## src/rtl/uart_blk_pkg.sv

```systemverilog
// uart_blk_pkg
// Shared definitions for the UART block assembler: parser state encoding,
// default start-of-frame marker, command bit positions and block geometry.
package uart_blk_pkg;

  typedef enum logic [1:0] {
    ST_IDLE    = 2'd0,
    ST_CMD     = 2'd1,
    ST_PAYLOAD = 2'd2,
    ST_CSUM    = 2'd3
  } blk_state_t;

  localparam logic [7:0] SOF_DEFAULT     = 8'hA5;
  localparam int         CMD_INIT_BIT    = 0;
  localparam int         WORDS_PER_BLOCK = 16;
  localparam int         BYTES_PER_BLOCK = 64;

  // FIFO entry layout: {sob, init, eob, word[31:0]}
  localparam int         ENTRY_W         = 35;

endpackage

```

## src/rtl/uart_block_assembler_fifo.sv

```systemverilog
// sync_word_fifo
// Single-clock FIFO holding packed words plus sideband flags.
// Ports:
//   clk, rst  : clock, asynchronous active-high reset
//   i_push    : write request (dropped when full unless i_pop is also taken)
//   i_data    : write data
//   i_pop     : read request (ignored while empty)
//   o_data    : head entry, driven from the storage registers
//   o_full    : occupancy == DEPTH
//   o_empty   : occupancy == 0
//   o_count   : occupancy, $clog2(DEPTH)+1 bits
module sync_word_fifo #(
  parameter int WIDTH = 35,
  parameter int DEPTH = 4
) (
  input  logic                     clk,
  input  logic                     rst,
  input  logic                     i_push,
  input  logic [WIDTH-1:0]         i_data,
  input  logic                     i_pop,
  output logic [WIDTH-1:0]         o_data,
  output logic                     o_full,
  output logic                     o_empty,
  output logic [$clog2(DEPTH):0]   o_count
);

  localparam int AW = $clog2(DEPTH);
  localparam int CW = AW + 1;

  logic [WIDTH-1:0] r_mem [DEPTH];
  logic [AW-1:0]    r_wr_ptr;
  logic [AW-1:0]    r_rd_ptr;
  logic [CW-1:0]    r_count;

  logic w_pop;
  logic w_push_ok;

  assign o_empty   = (r_count == '0);
  assign o_full    = (r_count == CW'(DEPTH));
  assign w_pop     = i_pop && !o_empty;
  // A push into a full FIFO is still taken when the head leaves the same cycle.
  assign w_push_ok = i_push && (!o_full || w_pop);

  always_ff @(posedge clk or posedge rst) begin
    if (rst) begin
      for (int i = 0; i < DEPTH; i++) r_mem[i] <= '0;
      r_wr_ptr <= '0;
      r_rd_ptr <= '0;
      r_count  <= '0;
    end else begin
      if (w_push_ok) begin
        r_mem[r_wr_ptr] <= i_data;
        r_wr_ptr        <= r_wr_ptr + AW'(1);
      end
      if (w_pop) r_rd_ptr <= r_rd_ptr + AW'(1);
      case ({w_push_ok, w_pop})
        2'b10:   r_count <= r_count + CW'(1);
        2'b01:   r_count <= r_count - CW'(1);
        default: r_count <= r_count;
      endcase
    end
  end

  assign o_data  = r_mem[r_rd_ptr];
  assign o_count = r_count;

endmodule

```

## src/rtl/uart_block_assembler.sv

```systemverilog
// uart_block_assembler
// Parses framed host commands from the UART byte stream
// (SOF, CMD, 64 payload bytes [, CSUM]), packs payload big-endian into
// 32-bit words and queues them with per-block flags for the SHA-256 core.
// Optional feature macro: BLOCK_CSUM_EN adds a trailing XOR checksum byte.
// Ports:
//   clk, rst          : clock, asynchronous active-high reset
//   rx_data/rx_valid  : byte stream, one-cycle strobe, cannot be stalled
//   word_data         : packed word at FIFO head
//   word_valid        : FIFO non-empty
//   word_ready        : consumer accepts
//   word_sob/init/eob : block start / INIT flag / block end for head word
//   blk_done, blk_err : one-cycle frame completion / abort pulses
//   ovf               : sticky word-drop flag, cleared by next accepted SOF
//   dbg_state         : current parser state
//   dbg_fifo_count    : current FIFO occupancy
// Handshake: a word transfers on every clock edge where word_valid and
// word_ready are both 1; while word_valid=1 and word_ready=0 the head word
// and its flags do not change, and word_valid does not drop.
module uart_block_assembler
  import uart_blk_pkg::*;
#(
  parameter logic [7:0] SOF_BYTE    = SOF_DEFAULT,
  parameter int         FIFO_DEPTH  = 4,
  parameter int         TIMEOUT_CYC = 100000
) (
  input  logic                         clk,
  input  logic                         rst,
  input  logic [7:0]                   rx_data,
  input  logic                         rx_valid,
  output logic [31:0]                  word_data,
  output logic                         word_valid,
  input  logic                         word_ready,
  output logic                         word_sob,
  output logic                         word_init,
  output logic                         word_eob,
  output logic                         blk_done,
  output logic                         blk_err,
  output logic                         ovf,
  output logic [1:0]                   dbg_state,
  output logic [$clog2(FIFO_DEPTH):0]  dbg_fifo_count
);

  localparam int TW = $clog2(TIMEOUT_CYC + 1);
  localparam int CW = $clog2(FIFO_DEPTH) + 1;

  blk_state_t         r_state;
  blk_state_t         w_next;
  logic [5:0]         r_byte_cnt;
  logic [23:0]        r_pack;
  logic               r_init;
  logic [TW-1:0]      r_to_cnt;
  logic               r_ovf;
`ifdef BLOCK_CSUM_EN
  logic [7:0]         r_csum;
`endif

  logic               w_push;
  logic               w_done;
  logic               w_err;
  logic               w_sof;
  logic               w_timeout;
  logic               w_last;
  logic               w_pop;
  logic               w_full;
  logic               w_empty;
  logic [3:0]         w_word_idx;
  logic [ENTRY_W-1:0] w_din;
  logic [ENTRY_W-1:0] w_dout;
  logic [CW-1:0]      w_count;

  assign w_word_idx = r_byte_cnt[5:2];
  assign w_last     = (r_byte_cnt == 6'(BYTES_PER_BLOCK - 1));
  // The counter sits at TIMEOUT_CYC-1 after that many silent cycles; the
  // next silent cycle is the one that reaches the limit.
  assign w_timeout  = (r_state != ST_IDLE) && !rx_valid &&
                      (r_to_cnt == TW'(TIMEOUT_CYC - 1));
  assign w_pop      = word_valid && word_ready;
  // Current byte completes the word; the three earlier bytes sit in r_pack.
  assign w_din      = {(w_word_idx == 4'd0), r_init,
                       (w_word_idx == 4'(WORDS_PER_BLOCK - 1)),
                       r_pack, rx_data};

  always_ff @(posedge clk or posedge rst) begin
    if (rst) r_state <= ST_IDLE;
    else     r_state <= w_next;
  end

  always_comb begin
    w_next = r_state;
    w_push = 1'b0;
    w_done = 1'b0;
    w_err  = 1'b0;
    w_sof  = 1'b0;
    if (w_timeout) begin
      w_next = ST_IDLE;
      w_err  = 1'b1;
    end else if (rx_valid) begin
      case (r_state)
        ST_IDLE: begin
          if (rx_data == SOF_BYTE) begin
            w_next = ST_CMD;
            w_sof  = 1'b1;
          end
        end
        ST_CMD: w_next = ST_PAYLOAD;
        ST_PAYLOAD: begin
          w_push = (r_byte_cnt[1:0] == 2'd3);
          if (w_last) begin
`ifdef BLOCK_CSUM_EN
            w_next = ST_CSUM;
`else
            w_next = ST_IDLE;
            w_done = 1'b1;
`endif
          end
        end
`ifdef BLOCK_CSUM_EN
        ST_CSUM: begin
          w_next = ST_IDLE;
          if (rx_data == r_csum) w_done = 1'b1;
          else                   w_err  = 1'b1;
        end
`endif
        default: w_next = ST_IDLE;
      endcase
    end
  end

  always_ff @(posedge clk or posedge rst) begin
    if (rst) begin
      r_byte_cnt <= '0;
      r_pack     <= '0;
      r_init     <= 1'b0;
      r_to_cnt   <= '0;
      r_ovf      <= 1'b0;
`ifdef BLOCK_CSUM_EN
      r_csum     <= '0;
`endif
    end else begin
      if (r_state == ST_IDLE || rx_valid || w_timeout) r_to_cnt <= '0;
      else                                              r_to_cnt <= r_to_cnt + TW'(1);

      if (w_timeout) begin
        r_byte_cnt <= '0;
        r_pack     <= '0;
      end else if (rx_valid) begin
        case (r_state)
          ST_CMD: begin
            r_init     <= rx_data[CMD_INIT_BIT];
            r_byte_cnt <= '0;
`ifdef BLOCK_CSUM_EN
            r_csum     <= rx_data;
`endif
          end
          ST_PAYLOAD: begin
            r_byte_cnt <= r_byte_cnt + 6'd1;
            r_pack     <= {r_pack[15:0], rx_data};
`ifdef BLOCK_CSUM_EN
            r_csum     <= r_csum ^ rx_data;
`endif
          end
          default: ;
        endcase
      end

      if (w_sof)                            r_ovf <= 1'b0;
      else if (w_push && w_full && !w_pop)  r_ovf <= 1'b1;
    end
  end

  sync_word_fifo #(
    .WIDTH (ENTRY_W),
    .DEPTH (FIFO_DEPTH)
  ) u_fifo (
    .clk     (clk),
    .rst     (rst),
    .i_push  (w_push),
    .i_data  (w_din),
    .i_pop   (w_pop),
    .o_data  (w_dout),
    .o_full  (w_full),
    .o_empty (w_empty),
    .o_count (w_count)
  );

  assign word_valid     = !w_empty;
  assign word_sob       = w_dout[34];
  assign word_init      = w_dout[33];
  assign word_eob       = w_dout[32];
  assign word_data      = w_dout[31:0];
  assign blk_done       = w_done;
  assign blk_err        = w_err;
  assign ovf            = r_ovf;
  assign dbg_state      = r_state;
  assign dbg_fifo_count = w_count;

endmodule

```

## config.mk

```make
export PLATFORM = sky130hd
export DESIGN_NAME = uart_block_assembler
export DESIGN_NICKNAME = d
export VERILOG_FILES = /design/src/rtl/uart_blk_pkg.sv /design/src/rtl/uart_block_assembler_fifo.sv /design/src/rtl/uart_block_assembler.sv
export SDC_FILE = /design/constraint.sdc
export NUM_CORES = 1
export LEC_CHECK = 0
export ABC_CLOCK_PERIOD_IN_PS = 6700
export CAP_MARGIN = 20
export CORE_UTILIZATION = 50
export CTS_CLUSTER_SIZE = 28
export DETAILED_ROUTE_END_ITERATION = 10
export PLACE_DENSITY = 0.71
export SLEW_MARGIN = 0
export SYNTH_ARGS = -nofsm -noshare
export SYNTH_HDL_FRONTEND = slang
export SYNTH_HIERARCHICAL = 1
export SYNTH_SLANG_ARGS = --single-unit
```

## constraint.sdc

```tcl
create_clock -name clk -period 6.7 [get_ports clk]
set_input_delay 1.34 -clock clk [delete_from_list [all_inputs] [get_ports clk]]
set_output_delay 1.34 -clock clk [all_outputs]
set_load 0.03 [all_outputs]
```

==> results.md, run 1 <==
- Final sum of negative setup slack: 0 ns
- Total count of hold-check failures in the final report: 0
- HPWL Detailed: ~12,000 µm
- WHS: 0.501 ns
- Minimum period implied by the final worst setup slack: 5.09 ns
- Die width: 136 µm
- WL per Instance: just over 20 µm
- Total of hold buffers inserted after clock tree synthesis: 0
- Unrepaired setup endpoints after global routing: no
- Total global routing track utilization: 0.222
- Final antenna diode count: 0
- Clock Skew: about 0.011 ns
- Startpoint Class: primary input
- Height of the die: between 100 and 150 µm
- Initial Util: 0.517
- Wire length of the first global-routing pass: 31,000 µm
- Worst Path Max Fanout: 33
- Ys flop type: sky130_fd_sc_hd__dfrtp_1
- MaxCap Viol Count: 0
- CTS tree: built
- Final Non-Filler Cells: 929
- Post-synthesis net count: between 600 and 700
- Pwr per Cell Area: approximately 290 nW/µm²
- Class of the tightest hold or removal check: reg2reg
- Power consumption: slightly below 0.003 W
- Final Max Tran Viols: 0
- Post-synthesis sequential element count: roughly 200
- Number of warnings issued by yosys: 6
- Result of the run: complete, no violations
- IO buf count: 55
- Growth of design area from synthesis to finish: 14.3%
- Routability cong.: 0.759
- Type of destination of the critical path: output pin
- Transition time at the pin with the least slew margin: 0.973 ns
- Final antenna-violating net count: 0
- Buffers from clock root to sink, at most: 2
- Sum of routed wire length over all layers: 18,700 µm
- Row count: 48
- DRC violation count after routing: 0
- Fraction of post-synthesis cell area in the top cell type by area: 0.551
- Async S/R FF share, synth: 1.00
- Clock Root Buffer: sky130_fd_sc_hd__clkbuf_16
- Iter 0 DRT Violations: approximately 300
- Top cells by area, synth: sky130_fd_sc_hd__dfrtp_1 (55%), sky130_fd_sc_hd__mux2_2 (18%), sky130_fd_sc_hd__mux4_2 (8.8%)
- Internal reg-to-reg setup slack: 3.03 ns
- Share of the yosys chip area belonging to registers: 0.551
- Count of flip-flops with a built-in enable after synthesis: 0
- Maximum vdd ir drop: roughly 230 µV
- Synthesized area per cell: between 10 and 15 µm²
- Clock buffers created by TritonCTS: 17
- GRT overflow: 0
- Postcts setup bufs: 0
- Final Setup Violations: 0
- Maximum level of the CTS H-tree: 4
- Highest Clock Rate: between 0.15 and 0.2 GHz
- Clock network latency to the later pin of the worst-skew pair: about 0.43 ns
- Arrival time at the worst endpoint: roughly 3.8 ns
- Vias per cell: approximately 6
- Cell leakage power: around 4.7 nW
- Required time at the worst-slack endpoint: approximately 5.4 ns
- Routed vias: roughly 5,400
- Final net count: 713
- Final cycle utilization of the critical path: 0.760
- Antenna violations before repair: 0
- Vias in the first global route: 5,724
- Core footprint: approximately 17,000 µm²
- Proportion of layout cells with a drive suffix above 1: 0.338
- Library cell occupying the most area in the post-synthesis netlist: sky130_fd_sc_hd__dfrtp_1
- Number of different library cells in the post-synthesis netlist: 46
- Number of sinks handled by clock tree synthesis: ~200
- Number of detailed-route iterations in the first pass: 5
- Largest net degree at the start of global routing: 90
- Slew margin rel.: 0.350
- Full die area: around 19,000 µm²
- Resize count post-CTS: 0
- Instance count of the mapped netlist: approximately 640
- Clock transition time at the flip-flop clock pins of the worst setup and hold paths: around 0.060 ns
- Number of placed instances with taps included: between 800 and 900
- Category of the most critical setup path: in2out
- Cell area after synthesis: 9000 µm²
- I/O pin cnt: 56
==> area by class of cell <==
type,count,area (µm²)
fill,1318,7130
sequential,198,4960
multi-input combinational,394,3760
timing repair buffer,68,661
clock buffer,19,443
tap,225,282
clock inverter,11,125
inverter,14,57.6
==> power by group <==
group / total (W) / internal (W) / switching [W] / leakage, nW
registers: 0.00148 / 0.00128 / 0.000194 / 2.73
clock network: 0.000999 / 0.000556 / 0.000443 / 0.264
logic: 0.000458 / 0.000213 / 0.000246 / 1.67
total: 0.00293 / 0.00205 / 0.000882 / 4.67
==> metrics by stage <==
stage          utilization  instance area [µm²]  worst slack (ns)
2_1_floorplan            -                 9000              1.41
3_3_place_gp         0.557                 9700              1.65
3_5_place_dp         0.557                 9700              1.60
4_1_cts              0.589                10300              1.60
5_1_grt              0.591                10300              1.39
6_report             0.591                10300              1.61
==> cells in the final DEF (no fill, tap or decap), types with 4 or more instances in the layout <==
master / netlist / routed
sky130_fd_sc_hd__dfrtp_1: 198 / 197
sky130_fd_sc_hd__mux2_2: 142 / 142
sky130_fd_sc_hd__clkdlybuf4s50_1: 0 / 55
sky130_fd_sc_hd__nand2_1: 39 / 39
sky130_fd_sc_hd__mux4_2: 35 / 35
sky130_fd_sc_hd__o21ai_0: 31 / 31
sky130_fd_sc_hd__a21oi_1: 27 / 27
sky130_fd_sc_hd__nor2_1: 23 / 22
sky130_fd_sc_hd__clkbuf_16: 0 / 17
sky130_fd_sc_hd__xnor2_1: 14 / 14
sky130_fd_sc_hd__inv_1: 14 / 12
sky130_fd_sc_hd__buf_4: 2 / 12
sky130_fd_sc_hd__nand3_1: 9 / 9
sky130_fd_sc_hd__nor3_1: 8 / 8
sky130_fd_sc_hd__xor2_1: 8 / 8
sky130_fd_sc_hd__ha_1: 7 / 7
sky130_fd_sc_hd__nor4_1: 6 / 6
sky130_fd_sc_hd__nand4_1: 5 / 5
sky130_fd_sc_hd__clkinvlp_4: 0 / 5
sky130_fd_sc_hd__nor2_4: 0 / 4
==> path summary, 6_finish.rpt <==
| kind | startpoint | end | cells past startpoint |
|---|---|---|---|
| min in group asynchronous | rst | r_to_cnt[10] | 2 |
| worst max register to register | dbg_state[1] | u_fifo/r_mem[37] | 8 |
| worst max-delay path | rx_valid | blk_done | 5 |
| worst min register to register | u_fifo/r_mem[28] | u_fifo/r_mem[28] | 1 |
| max in group asynchronous | rst | u_fifo/r_rd_ptr[0] | 3 |
| worst min-delay path | u_fifo/r_mem[28] | u_fifo/r_mem[28] | 1 |
==> layer usage <==
layer / global-route usage / wire (µm) / vias up
met5: 0 / 0 / -
met3: 0.0391 / 628 / 15
met4: 0.0691 / 170 / 0
met1: 0.307 / 8680 / 2867
met2: 0.357 / 9250 / 111
li1: - / - / 2425
==> synthesized netlist by cell type (9+ instances only) <==
cell                       number
sky130_fd_sc_hd__inv_1         14
sky130_fd_sc_hd__buf_6         14
sky130_fd_sc_hd__mux2_2       142
sky130_fd_sc_hd__clkbuf_1      12
sky130_fd_sc_hd__dfrtp_1      198
sky130_fd_sc_hd__a21oi_1       27
sky130_fd_sc_hd__nand3_1        9
sky130_fd_sc_hd__xnor2_1       14
sky130_fd_sc_hd__nor2_1        23
sky130_fd_sc_hd__o21ai_0       31
sky130_fd_sc_hd__nand2_1       39
sky130_fd_sc_hd__mux4_2        35
==> kinds of logic after synthesis <==
kind of cell / count (synthesis) / share of synthesized area
AND/OR/NAND/NOR: 116 / 0.0719
AO/OA/AOI/OAI: 69 / 0.0428
multiplexers: 179 / 0.267
buffers and inverters: 49 / 0.0339
flip-flops: 198 / 0.551
XOR/XNOR: 22 / 0.0214
adder cells (fa/ha/maj): 8 / 0.0120
==> flip-flops by register name, indices dropped and copies added (netlist names), 2 cells and up <==
name	count
dbg_state	2
r_pack	24
r_to_cnt	17
u_fifo/o_count	3
r_byte_cnt	6
u_fifo/r_mem	140
u_fifo/r_wr_ptr	2
u_fifo/r_rd_ptr	2
==> critical path: stages <==
cell                              delay [ns]
sky130_fd_sc_hd__clkdlybuf4s50_1        0.61
sky130_fd_sc_hd__nand2_1                0.61
sky130_fd_sc_hd__nor2_2                 0.30
sky130_fd_sc_hd__and3_1                 0.22
sky130_fd_sc_hd__clkdlybuf4s50_1        0.67
Note: power is estimated with default switching activity, not from simulation.
==> run 2, diff against run 1 <==
--- a/config.mk
+++ b/config.mk
@@ -5,12 +5,12 @@
 export SDC_FILE = /design/constraint.sdc
 export NUM_CORES = 1
 export LEC_CHECK = 0
-export ABC_CLOCK_PERIOD_IN_PS = 6700
+export ABC_CLOCK_PERIOD_IN_PS = 4400
 export CAP_MARGIN = 20
 export CORE_UTILIZATION = 50
 export CTS_CLUSTER_SIZE = 28
 export DETAILED_ROUTE_END_ITERATION = 10
-export PLACE_DENSITY = 0.71
+export PLACE_DENSITY = 0.74
 export SLEW_MARGIN = 0
 export SYNTH_ARGS = -nofsm -noshare
 export SYNTH_HDL_FRONTEND = slang
==> constraint.sdc (replaced) <==
create_clock -name clk -period 4.4 [get_ports clk]
set_input_delay 0.88 -clock clk [delete_from_list [all_inputs] [get_ports clk]]
set_output_delay 0.88 -clock clk [all_outputs]
set_load 0.03 [all_outputs]
==> run 2 against run 1 <==
  * Setup slack got worse by 0.88 ns
  * Die area is the same
  * Cell count is 0.43% higher
  * Via count is 1.9% higher
  * Sequential power grew 48%
==> results.md, run 2 (synthesis results as in run 1) <==
- Number of sinks handled by clock tree synthesis: approximately 200
- Final Setup Violations: 0
- Clock Root Buffer: sky130_fd_sc_hd__clkbuf_16
- Largest net degree at the start of global routing: 59
- Top Registers: u_fifo/r_mem: 140 flops, r_pack: 24 flops, r_to_cnt: 17 flops
- DRC violation count after routing: 0
- Most used cells in the layout excluding fill and tap cells: sky130_fd_sc_hd__dfrtp_1 (197), sky130_fd_sc_hd__mux2_2 (142), sky130_fd_sc_hd__clkdlybuf4s50_1 (54)
- Clock Skew: between 0.01 and 0.015 ns
- Proportion of layout cells with a drive suffix above 1: 0.345
- Maximum vdd ir drop: a little under 600 µV
- Routability cong.: between 0.8 and 0.9
- Maximum level of the CTS H-tree: 4
- MaxCap Viol Count: 0
- Buffers from clock root to sink, at most: 2
- HPWL Detailed: approximately 12,000 µm
- Total of hold buffers inserted after clock tree synthesis: 0
- Slew margin rel.: 0.507
- Leading cell type in the layout, fill and taps excluded: sky130_fd_sc_hd__dfrtp_1
- Switching Power: about 0.0014 W
- IO buf count: 55
- Cell leakage power: roughly 4.7 nW
- Path depth of the worst reg2reg path: 10
- Clock transition time at the flip-flop clock pins of the worst setup and hold paths: around 0.070 ns
- Critical Path Sink: word_data[21]
- Height of the die: approximately 140 µm
- Cell area after layout: about 10,000 µm²
- Final antenna diode count: 0
- Category of the most critical setup path: reg2out
- Worst Path Max Fanout: 14
- Antenna violations before repair: 0
- Sum of routed wire length over all layers: approximately 19,000 µm
- Highest Clock Rate: ~0.27 GHz
- Worst reg2reg endpoint: u_fifo/o_count[2]
- Fillers: about 1,300
- Vias per cell: 5.92
- Clock buffers created by TritonCTS: 17
- Die width: 136 µm
- Final antenna-violating net count: 0
- Final net count: 715
- WHS: between 0.5 and 0.6 ns
- Class of the tightest hold or removal check: reg2reg
- Final Max Tran Viols: 0
- Startpoint Class: flip-flop
- Growth of design area from synthesis to finish: 15.4%
- Register with the most flip-flops: u_fifo/r_mem
- Unrepaired setup endpoints after global routing: no
- Arrival time at the worst endpoint: 2.79 ns
- Result of the run: complete, no violations
- I/O pin cnt: 56
- Internal reg-to-reg setup slack: 1.60 ns
- Area post-placement: about 9800 µm²
- Core footprint: ~17,000 µm²
- Total count of hold-check failures in the final report: 0
- Minimum period implied by the final worst setup slack: ~3.7 ns
- WL per Instance: about 20 µm
- Initial Util: 0.517
- Required time at the worst-slack endpoint: about 3.5 ns
- Pwr per Cell Area: between 400 and 500 nW/µm²
- Internal power contribution: approximately 0.0031 W
- Worst R2R Start: u_fifo/o_count[0]
- Largest register FFs: 140
- Clock network latency to the later pin of the worst-skew pair: ~0.44 ns
- Sw Share: 0.302
- Total global routing track utilization: 0.222
- Routed vias: 5,522
- Transition time at the pin with the least slew margin: approximately 0.74 ns
- Full die area: about 19,000 µm²
- Postcts setup bufs: 0
- Vias in the first global route: 5,785
- Final cycle utilization of the critical path: 0.834
- Sequential fraction of design power: 0.488
- GRT overflow: 0
- Wire length of the first global-routing pass: roughly 30,000 µm
- Final sum of negative setup slack: 0 ns
- Number of detailed-route iterations in the first pass: 5
- Type of destination of the critical path: output pin
- Row count: 48
- Resize count post-CTS: 0
- CTS tree: built
- Launching element of the worst setup path: u_fifo/r_rd_ptr[0]
- Relative contribution of combinational cells to total power: 0.164
- Share of total power in the clock network: 0.347
- Iter 0 DRT Violations: 417
==> run 2: changes by cell type in the layout (fill, tap and decap cells not counted), sizes merged <==
cell,before,now
inv,16,22
clkbuf,19,20
bufinv,2,1
buf,13,16
clkinvlp,5,1
clkdlybuf4s50,55,54
==> run 2: stage by stage <==
stage / utilization / cells / total power [W] / worst slack (ns)
2_1_floorplan: - / 641 / 0.00270 / 1.63
3_3_place_gp: 0.561 / 900 / 0.00293 / 1.04
3_5_place_dp: 0.561 / 900 / 0.00297 / 0.991
4_1_cts: 0.595 / 932 / 0.00454 / 0.682
5_1_grt: 0.596 / 933 / 0.00470 / 0.610
6_report: 0.596 / 933 / 0.00449 / 0.731
==> run 2: worst min path at each step <==
stage / slack, ns / startpoint / to / cells past startpoint
2_1_floorplan: 0.47 / r_to_cnt[0] / r_to_cnt[0] / 1
3_3_place_gp: 0.48 / u_fifo/r_mem[68] / u_fifo/r_mem[68] / 1
3_5_place_dp: 0.49 / u_fifo/r_mem[41] / u_fifo/r_mem[41] / 1
4_1_cts: 0.51 / u_fifo/r_mem[41] / u_fifo/r_mem[41] / 1
5_1_grt: 0.51 / u_fifo/r_mem[47] / u_fifo/r_mem[47] / 1
6_report: 0.50 / u_fifo/r_mem[41] / u_fifo/r_mem[41] / 1
==> run 2: area by class of cell <==
type | count | area (µm²) | share of cell area
Sequential cell | 198 | 4960 | 0.477
Multi-Input combinational cell | 394 | 3760 | 0.362
Timing Repair Buffer | 70 | 736 | 0.0708
Clock buffer | 20 | 467 | 0.0449
Tap cell | 225 | 282 | 0.0271
Clock inverter | 12 | 129 | 0.0124
Inverter | 14 | 56.3 | 0.00542
==> run 2: worst max-delay path: stages, from the launching register on <==
cell and delay (ns):
sky130_fd_sc_hd__dfrtp_2 0.73, sky130_fd_sc_hd__buf_4 0.40, sky130_fd_sc_hd__mux4_2 0.60, sky130_fd_sc_hd__clkdlybuf4s50_1 0.62
==> run 2: metal layers <==
metal / GRT usage / vias to the layer above / share of wire
met1: 0.304 / 2953 / 0.45
met2: 0.356 / 116 / 0.50
met3: 0.0474 / 15 / 0.037
met4: 0.0704 / 0 / 0.011
li1: - / 2438 / -
met5: 0 / - / 0
==> run 2: power groups by stage <==
stage                     combinational [W]  sequential, W  clock, W
final                              0.000738        0.00219   0.00156
after global routing               0.000807        0.00222   0.00167
after CTS                          0.000747        0.00219   0.00160
after detailed placement           0.000743        0.00222         0
after global placement             0.000723        0.00221         0
after floorplan                    0.000562        0.00213         0
==> run 3, diff against run 2 <==
--- a/config.mk
+++ b/config.mk
@@ -5,12 +5,12 @@
 export SDC_FILE = /design/constraint.sdc
 export NUM_CORES = 1
 export LEC_CHECK = 0
-export ABC_CLOCK_PERIOD_IN_PS = 4400
+export ABC_CLOCK_PERIOD_IN_PS = 3550
 export CAP_MARGIN = 20
 export CORE_UTILIZATION = 50
 export CTS_CLUSTER_SIZE = 28
 export DETAILED_ROUTE_END_ITERATION = 10
-export PLACE_DENSITY = 0.74
+export PLACE_DENSITY = 0.71
 export SLEW_MARGIN = 0
 export SYNTH_ARGS = -nofsm -noshare
 export SYNTH_HDL_FRONTEND = slang
==> constraint.sdc (replaced) <==
create_clock -name clk -period 3.55 [get_ports clk]
set_input_delay 0.71 -clock clk [delete_from_list [all_inputs] [get_ports clk]]
set_output_delay 0.71 -clock clk [all_outputs]
set_load 0.03 [all_outputs]
==> run 3 against run 2 <==
  * Die area did not move
  * Critical path depth unchanged
  * Sequential power up 23%
  * Cell area increased by 0.28%
  * Clock skew down 0.0069 ns
  * Utilization is 0.17 points higher
  * Register-to-register slack worse by 0.53 ns
  * Global-route usage grew 0.099 points
  * First-iteration DRC count shrank 34%
  * Via count down 1.6%
  * Critical path type unchanged
==> results.md, run 3 (synthesis results as in run 1) <==
- Result of the run: complete, no violations
- Height of the die: around 140 µm
- Worst reg2reg endpoint: u_fifo/o_count[2]
- Start point of the worst min-delay path: u_fifo/r_mem[36]
- Final Max Tran Viols: 0
- MaxCap Viol Count: 0
- IO buf count: between 50 and 60
- WL per Instance: roughly 20 µm
- Resize count post-CTS: 0
- Path depth of the worst reg2reg path: 10
- Worst Path Buf+Inv: 2
- Top Registers: u_fifo/r_mem: 140 flops, r_pack: 24 flops, r_to_cnt: 17 flops
- Final cycle utilization of the critical path: 0.913
- Proportion of layout cells with a drive suffix above 1: 0.352
- Highest Clock Rate: 0.308 GHz
- Number of detailed-route iterations in the first pass: 4
- Internal reg-to-reg setup slack: roughly 1.1 ns
- Die width: around 140 µm
- Final sum of negative setup slack: 0 ns
- Transition time at the pin with the least slew margin: between 0.6 and 0.7 ns
- DRC violation count after routing: 0
- Largest register FFs: 140
- Clock Root Buffer: sky130_fd_sc_hd__clkbuf_16
- Dpl ws: 0.516 ns
- Unrepaired setup endpoints after global routing: no
- Buffers from clock root to sink, at most: 2
- Required time at the worst-slack endpoint: approximately 2.8 ns
- Final antenna diode count: 0
- Total of hold buffers inserted after clock tree synthesis: 0
- Iter 0 DRT Violations: about 280
- Largest net degree at the start of global routing: 58
- I/O pin cnt: 56
- Maximum vdd ir drop: between 500 and 600 µV
- Most used cells in the layout excluding fill and tap cells: sky130_fd_sc_hd__dfrtp_1 (197), sky130_fd_sc_hd__mux2_2 (142), sky130_fd_sc_hd__clkdlybuf4s50_1 (53)
- Number of sinks handled by clock tree synthesis: 198
- Routability cong.: around 0.81
- Vias in the first global route: between 5,000 and 6,000
- Worst hold path endpoint: u_fifo/r_mem[36]
- Critical path's top delay family: buffers and inverters
- Final worst slack: ~0.3 ns
- Power consumption: between 0.005 and 0.006 W
- Clock network latency to the later pin of the worst-skew pair: ~0.43 ns
- Routed vias: between 5,000 and 6,000
- Cell leakage power: around 4.8 nW
- Minimum period implied by the final worst setup slack: roughly 3.2 ns
- HPWL Detailed: around 12,000 µm
- Growth of design area from synthesis to finish: 15.7%
- Final net count: 721
- Worst Path Max Fanout: 12
- Pwr per Cell Area: 543 nW/µm²
- Full die area: 18,500 µm²
- Sum of routed wire length over all layers: roughly 19,000 µm
- GRT overflow: 0
- Cell count of the worst hold path: 1
- Clock transition time at the flip-flop clock pins of the worst setup and hold paths: ~0.07 ns
- Clock buffers created by TritonCTS: 17
- Clock Skew: slightly below 0.007 ns
- Share of the core filled with cells: 0.598
- Vias per cell: ~5.8
- Final antenna-violating net count: 0
- Register with the most flip-flops: u_fifo/r_mem
- Critical-path top delay cell: sky130_fd_sc_hd__dfrtp_2
- Slew margin rel.: 0.564
- Leading cell type in the layout, fill and taps excluded: sky130_fd_sc_hd__dfrtp_1
- Row count: 48
- Initial Util: 0.517
- Class of the tightest hold or removal check: reg2reg
- Startpoint Class: flip-flop
- Wire length of the first global-routing pass: roughly 31,000 µm
- Type of destination of the critical path: output pin
- Core footprint: about 17,000 µm²
- Maximum level of the CTS H-tree: 4
- Category of the most critical setup path: reg2out
- Final Setup Violations: 0
- Critical Path Max Stage Delay: 0.62 ns
- CTS tree: built
- Antenna violations before repair: 0
- Total count of hold-check failures in the final report: 0
- Postcts setup bufs: 0
- Worst R2R Start: u_fifo/o_count[0]
- Arrival time at the worst endpoint: 2.53 ns
- Crit path cell chain: buf_4 > mux4_2 > clkdlybuf4s50_1
- Total global routing track utilization: 0.223
## run 3: changes by cell type in the layout (fill, tap and decap cells not counted), sizes merged
cell	before	now
inv	22	19
bufinv	1	3
clkbuf	20	17
clkinvlp	1	3
clkdlybuf4s50	54	53
clkinv	2	4
buf	16	23
## run 3: worst max-delay path by stage
stage / from / to / slack [ns] / cells after the start
2_1_floorplan: rx_valid / u_fifo/o_count[2] / 0.95 / 12
3_3_place_gp: rx_valid / u_fifo/o_count[2] / 0.59 / 11
3_5_place_dp: rx_valid / u_fifo/o_count[2] / 0.52 / 11
4_1_cts: u_fifo/r_rd_ptr[0] / word_data[0] / 0.25 / 3
5_1_grt: u_fifo/r_rd_ptr[0] / word_data[0] / 0.17 / 3
6_report: u_fifo/r_rd_ptr[0] / word_data[0] / 0.31 / 3
## run 3: layout make-up
class                   count  area (µm²)
well taps                 225         282
repair buffers             76         741
flip-flops and latches    198        4960
fillers                  1350        7000
inverters                  14        56.3
clock buffers              17         425
multi-input cells         394        3760
clock inverters            15         194
## run 3: per-layer routing
metal  track usage  up-vias  wire (µm)
li1              -     2440          -
met1         0.299     2846       8400
met2         0.366      130       9430
met3        0.0511       20        779
met4        0.0623        0        228
met5             0        -          0
## run 3: power by group
part	total, W	internal [W]	switching, W
clock	0.00200	0.00113	0.000874
combinational	0.000950	0.000431	0.000519
sequential	0.00270	0.00242	0.000278
total	0.00565	0.00398	0.00167
## run 3: metrics by stage
step / std cells / hold WS (ns) / cell area [µm²]
6_report: 939 / 0.507 / 10400
5_1_grt: 939 / 0.516 / 10400
4_1_cts: 939 / 0.507 / 10400
3_5_place_dp: 907 / 0.491 / 9800
3_3_place_gp: 907 / 0.484 / 9800
2_1_floorplan: 641 / 0.471 / 9000
